<file path="src/rtl/stopwatch_pkg.sv">
// Shared types and helpers for the MM:SS stopwatch adjust path.
//   bcd_time_t     : four BCD digits, minute tens down to second units
//   *_PRESET_DEF   : default window bounds / start presets
//   bcd_time_lt    : numeric compare of two BCD times
package stopwatch_pkg;

    typedef struct packed {
        logic [3:0] min_tens;
        logic [3:0] min_units;
        logic [3:0] sec_tens;
        logic [3:0] sec_units;
    } bcd_time_t;

    localparam logic [15:0] MIN_PRESET_DEF = 16'h1020;
    localparam logic [15:0] MAX_PRESET_DEF = 16'h4930;

    // With valid BCD digits, most-significant digit first, a plain unsigned
    // compare of the packed nibbles orders the times numerically.
    function automatic logic bcd_time_lt(input bcd_time_t a, input bcd_time_t b);
        logic [15:0] av;
        logic [15:0] bv;
        av = a;
        bv = b;
        return av < bv;
    endfunction

endpackage

</file>
<file path="src/rtl/bcd_minute_stepper.sv">
// Combinational BCD add/subtract of a single-digit step on the minute digits.
//   min_tens, min_units : current minute digits (BCD)
//   step                : step applied to minute units (BCD 1..9)
//   sub                 : 0 = add, 1 = subtract
//   res_tens, res_units : resulting minute digits (wrapped mod 100)
//   carry_out           : add overflowed out of minute tens
//   borrow_out          : subtract borrowed out of minute tens
module bcd_minute_stepper (
    input  logic [3:0] min_tens,
    input  logic [3:0] min_units,
    input  logic [3:0] step,
    input  logic       sub,
    output logic [3:0] res_tens,
    output logic [3:0] res_units,
    output logic       carry_out,
    output logic       borrow_out
);

    logic [4:0] u, t, s, us, ts;
    logic       mid;  // carry/borrow from units into tens

    always_comb begin
        u          = {1'b0, min_units};
        t          = {1'b0, min_tens};
        s          = {1'b0, step};
        us         = '0;
        ts         = '0;
        mid        = 1'b0;
        carry_out  = 1'b0;
        borrow_out = 1'b0;
        if (!sub) begin
            us = u + s;
            if (us > 5'd9) begin
                us  = us - 5'd10;
                mid = 1'b1;
            end
            ts = t + {4'b0, mid};
            if (ts > 5'd9) begin
                ts        = ts - 5'd10;
                carry_out = 1'b1;
            end
        end else begin
            if (u < s) begin
                us  = u + 5'd10 - s;
                mid = 1'b1;
            end else begin
                us = u - s;
            end
            if (t < {4'b0, mid}) begin
                ts         = t + 5'd10 - {4'b0, mid};
                borrow_out = 1'b1;
            end else begin
                ts = t - {4'b0, mid};
            end
        end
        res_units = us[3:0];
        res_tens  = ts[3:0];
    end

endmodule

</file>
<file path="src/rtl/stopwatch_adjust_unit.sv">
// Time-adjust and preset-select unit for the BCD MM:SS stopwatch.
// Steps the captured time by STEP_MIN minutes on ADD/SUBTRACT, clamps to
// [MIN_PRESET, MAX_PRESET], picks the start preset on RESET, and flags the
// minute-units carry/borrow boundary for the counter chain.
// Build option: STOPWATCH_ADJ_WRAP_EN -- a bound hit wraps to the opposite
// preset instead of saturating.
// Ports:
//   clk_in, rst_n  : clock, synchronous active-low reset
//   REVERSE        : count direction (0 up, 1 down)
//   RESET          : preset-load request
//   ADD, SUBTRACT  : adjust requests
//   PREV_Q         : captured BCD time
//   LOAD           : one-cycle loader strobe (registered)
//   LOAD_VALUE     : BCD value to load (registered)
//   SIGNAL         : adjustment hit a bound (registered)
//   INDEX_RESET    : preset index, 0 = MIN, 1 = MAX (registered)
//   CARRY_EN       : minute-units boundary flag (combinational)
module stopwatch_adjust_unit
    import stopwatch_pkg::*;
#(
    parameter int unsigned  STEP_MIN   = 1,
    parameter logic [15:0]  MIN_PRESET = MIN_PRESET_DEF,
    parameter logic [15:0]  MAX_PRESET = MAX_PRESET_DEF
) (
    input  logic        clk_in,
    input  logic        rst_n,
    input  logic        REVERSE,
    input  logic        RESET,
    input  logic        ADD,
    input  logic        SUBTRACT,
    input  logic [15:0] PREV_Q,
    output logic        LOAD,
    output logic [15:0] LOAD_VALUE,
    output logic        SIGNAL,
    output logic        INDEX_RESET,
    output logic        CARRY_EN
);

    localparam logic [3:0] STEP_BCD = 4'(STEP_MIN);

    bcd_time_t  prev;
    bcd_time_t  stepped;
    logic [3:0] res_tens, res_units;
    logic       carry_out, borrow_out;
    logic       over, under;

    logic        nxt_load, nxt_signal, nxt_index;
    logic [15:0] nxt_value;

    assign prev = PREV_Q;

    bcd_minute_stepper u_stepper (
        .min_tens   (prev.min_tens),
        .min_units  (prev.min_units),
        .step       (STEP_BCD),
        .sub        (SUBTRACT),
        .res_tens   (res_tens),
        .res_units  (res_units),
        .carry_out  (carry_out),
        .borrow_out (borrow_out)
    );

    assign stepped = '{min_tens: res_tens, min_units: res_units,
                       sec_tens: prev.sec_tens, sec_units: prev.sec_units};

    // Tens overflow/underflow wraps the digits mod 100, so the carry/borrow
    // must be folded in; the window compare alone would miss it.
    assign over  = carry_out  || bcd_time_lt(MAX_PRESET, stepped);
    assign under = borrow_out || bcd_time_lt(stepped, MIN_PRESET);

    always_comb begin
        nxt_load   = 1'b0;
        nxt_signal = 1'b0;
        nxt_value  = LOAD_VALUE;
        nxt_index  = INDEX_RESET;
        if (RESET) begin
            nxt_load  = 1'b1;
            nxt_index = REVERSE;
            nxt_value = REVERSE ? MAX_PRESET : MIN_PRESET;
        end else if (ADD && !SUBTRACT) begin
            nxt_load = 1'b1;
            if (over) begin
                nxt_signal = 1'b1;
`ifdef STOPWATCH_ADJ_WRAP_EN
                nxt_value  = MIN_PRESET;
                nxt_index  = 1'b0;
`else
                nxt_value  = MAX_PRESET;
                nxt_index  = 1'b1;
`endif
            end else begin
                nxt_value = stepped;
            end
        end else if (SUBTRACT && !ADD) begin
            nxt_load = 1'b1;
            if (under) begin
                nxt_signal = 1'b1;
`ifdef STOPWATCH_ADJ_WRAP_EN
                nxt_value  = MAX_PRESET;
                nxt_index  = 1'b1;
`else
                nxt_value  = MIN_PRESET;
                nxt_index  = 1'b0;
`endif
            end else begin
                nxt_value = stepped;
            end
        end
    end

    always_ff @(posedge clk_in) begin
        if (!rst_n) begin
            LOAD        <= 1'b0;
            LOAD_VALUE  <= '0;
            SIGNAL      <= 1'b0;
            INDEX_RESET <= 1'b0;
        end else begin
            LOAD        <= nxt_load;
            LOAD_VALUE  <= nxt_value;
            SIGNAL      <= nxt_signal;
            INDEX_RESET <= nxt_index;
        end
    end

    assign CARRY_EN = REVERSE ? (prev.min_units == 4'd0) : (prev.min_units == 4'd9);

endmodule

</file>
<file path="config.mk">
export PLATFORM = sky130hd
export DESIGN_NAME = stopwatch_adjust_unit
export DESIGN_NICKNAME = d
export VERILOG_FILES = /design/src/rtl/stopwatch_pkg.sv /design/src/rtl/bcd_minute_stepper.sv /design/src/rtl/stopwatch_adjust_unit.sv
export SDC_FILE = /design/constraint.sdc
export NUM_CORES = 1
export LEC_CHECK = 0
export CAP_MARGIN = 5
export CORE_MARGIN = 10
export CORE_UTILIZATION = 46
export CTS_BUF_LIST = sky130_fd_sc_hd__clkbuf_16
export CTS_CLUSTER_SIZE = 10
export DETAILED_ROUTE_END_ITERATION = 12
export PLACE_DENSITY_LB_ADDON = 0.2
export SLEW_MARGIN = 20
export SYNTH_ARGS = -nofsm -noshare
export SYNTH_HDL_FRONTEND = slang
export SYNTH_SLANG_ARGS = --single-unit
</file>
<file path="constraint.sdc">
create_clock -name clk_in -period 4.5 [get_ports clk_in]
set_input_delay 0.9 -clock clk_in [delete_from_list [all_inputs] [get_ports clk_in]]
set_output_delay 0.9 -clock clk_in [all_outputs]
set_load 0.02 [all_outputs]
</file>
==> results.txt <==
Num CTS Buffers: 3
Worst rel slew slack: 0.598
Share of layout cells above drive strength 1: 0.226
Root Buffer: clkbuf_16
Worst EP arrival: 4430 ps
Final Cycle Share: 0.951
Pre-CTS WS: -392 ps
Synth Flop Type: dfxtp_1
Drt first-iter violations: 115
Chip width: 83.7 um
Final hold vios: 0
Fin nets: 344
CP Max Fanout: 18
IO Port Bufs: 41
Post-synth EDFFs: 0
DP Area: 2490 um2
Most used cell, CP: buf_4
Initial antenna violation count: 0
CTS sink count: 19
Max Clk Rate: 234 MHz
Max Cap Viol: 0
Drt total wl: 5430 um
Overall Power: 0.633 mW
Grt ovf: 0
Worst hold margin: 450 ps
DP HPWL: 4120 um
Die Area: 7000 um2
Slew @ Worst Pin: 600 ps
CP Cell Sequence: clkdlybuf4s50_1 -> buf_4 -> o41ai_2 -> a31oi_1 -> nor3_2 -> ha_2 -> ha_2 -> buf_4 -> nor2b_2 -> nand2_1 -> mux2_2 -> a22o_1 -> nand4_1 -> buf_4 -> o2111ai_4 -> o31ai_1
Hold-fix buffers, CTS: 0
Post-route cell area: 2740 um2
Max Root-Sink Buffers: 2
Drt pass-1 iters: 4
Layout Utilization: 0.690
Cell Area, Synth: 1860 um2
Hold Crit Class: register to register
First-pass GRT wire length: 9050 um
Total GRT Usage: 0.146
Final setup fails: 0
Ys async rst share: 0
PwrDens: 231 nW/um2
Max stage delay cell, worst path: clkdlybuf4s50_1
Routed Antenna Nets: 0
Status: finished clean
Netlist cell types: 62
CP required: 4650 ps
Core Box Area: 3970 um2
Worst Reg-to-Reg Cells: 2
CP startpoint kind: primary input
TritonCTS clock tree: done
Cell leakage power: 1.13 nW
Syn Inst Count: 236
Initial core utilization: 0.469
Via count: 1,950
Vias per cell: 5.49
FP Rows: 23
Worst-Skew Late Latency: 250 ps
WHS Path Cells: 2
Crit-path max cell delay: 450 ps
Worst setup EP type: register
Largest net degree at the start of global routing: 19
Setup ws final: 220 ps
CP Class: primary input to register
Synth-to-Final Area Change: 47.0%
Post-synthesis sequential area ratio: 0.204
RSZ-0062 raised after global routing: false
Final Max Slew Viols: 0
CTS H-tree lvls: 1
Die Span Y: 83.7 um
Io pins: 42
Vias in the first global route: 1,922
Mean post-synth cell area: 7.90 um2
Max Clock Skew: 0 ps
Fin crit period: 4280 ps
Maximum VDD drop: 0.0974 mV
Wirelength per Cell: 15.3 um
Yosys reg bits: 19
ANT cells: 0
Clock slew at reported path FFs: 60 ps
Number of remaining DRC errors: 0
Final Wtd Congestion: 0.923
Syn. warnings: 0
Syn nets: 274
R2R Setup Slk: 3770 ps
## logic make-up (layout without fill, tap and decap cells)
group	count (synthesis)	count (layout)	share of synthesized area
XOR/XNOR	7	7	0.0430
buffers and inverters	32	100	0.0785
AND/OR/NAND/NOR	85	85	0.251
AO/OA/AOI/OAI	75	76	0.305
adder cells (fa/ha/maj)	16	16	0.107
multiplexers	2	2	0.0114
flip-flops	19	19	0.204
## area by class of cell
cell class                      count  area (um2)
Multi-Input combinational cell    186        1470
Fill cell                         335        1230
Timing Repair Buffer               74         663
Sequential cell                    19         380
Clock buffer                        3        75.1
Clock inverter                      1        3.75
Inverter                           22        82.6
Tap cell                           50        62.6
## report_power, final
| group | switching, mW | leakage, nW | internal [mW] | total [mW] |
|---|---|---|---|---|
| Sequential | 0.00522 | 0.156 | 0.179 | 0.184 |
| Combinational | 0.137 | 0.928 | 0.128 | 0.265 |
| Clock | 0.0661 | 0.0423 | 0.118 | 0.184 |
| Total | 0.208 | 1.13 | 0.425 | 0.633 |
## layer usage
layer / global-route usage / vias to the layer above / share of wire
li1: - / 1011 / -
met1: 0.181 / 888 / 0.45
met2: 0.255 / 47 / 0.50
met3: 0.0254 / 4 / 0.051
met4: 0.0274 / 0 / 0.0066
met5: 0 / - / 0
## Yosys cell counts, types with 4 or more instances
master     n  area [um2]
nand2_1   24        90.1
inv_1     22        82.6
dfxtp_1   19         380
ha_1      16         200
nor2_1    16        60.1
a21oi_1   15        75.1
o31ai_1   11        82.6
o21ai_0    9        45.0
a31oi_1    7        43.8
nor3_1     6        30.0
and2_1     5        31.3
buf_2      5        25.0
xnor2_1    5        43.8
a311oi_1   4        35.0
nand2b_1   4        25.0
nand3b_1   4        30.0
nor2b_1    4        25.0
## layout by cell type (no fill, tap or decap), types with 3 or more instances in the layout
cell type / count
xnor2_1: 3
o31ai_1: 9
dfxtp_1: 19
nand2b_1: 4
o21ai_0: 9
buf_4: 33
nand2_1: 24
ha_2: 4
nor4_1: 3
ha_1: 11
o21ai_1: 3
a311oi_1: 3
a21oi_1: 14
nand3b_1: 4
clkdlybuf4s50_1: 39
inv_1: 23
nor2_1: 16
nor3_1: 6
a31oi_1: 7
and2_1: 5
clkbuf_16: 3
## through the flow
stage | instances | TNS (ps)
floorplan | 236 | 0
global placement | 346 | -2770
detailed placement | 346 | -5620
CTS | 352 | 0
global route | 355 | 0
finish | 355 | 0
## what timing repair did
item | 4_1_cts | 5_1_grt
endpoints found under the setup margin | 13 | 18
gates resized for setup | 8 | 15
cloned | 1 | 0
pin swaps | 6 | 5
buffers inserted | 1 | 3
## worst paths after layout
check,startpoint,end
setup / recovery,PREV_Q[10],LOAD_VALUE[7]$_SDFFE_PN0P_
hold / removal,LOAD_VALUE[15]$_SDFFE_PN0P_,LOAD_VALUE[15]$_SDFFE_PN0P_
setup reg to reg,LOAD_VALUE[12]$_SDFFE_PN0P_,LOAD_VALUE[12]$_SDFFE_PN0P_
hold reg to reg,LOAD_VALUE[15]$_SDFFE_PN0P_,LOAD_VALUE[15]$_SDFFE_PN0P_
## flip-flops by register name, summed over array words and instances, names as in the netlist
signal,flops
INDEX_RESET,1
LOAD,1
LOAD_VALUE,16
SIGNAL,1
## critical path, delay by kind of cell
| family | cells | cell delay, ps |
|---|---|---|
| buf+inv | 4 | 970 |
| simple gates | 4 | 620 |
| compound gates | 5 | 1160 |
| mux | 1 | 280 |
| fa+ha+maj | 2 | 500 |
Power figures use the tool's default switching activity.
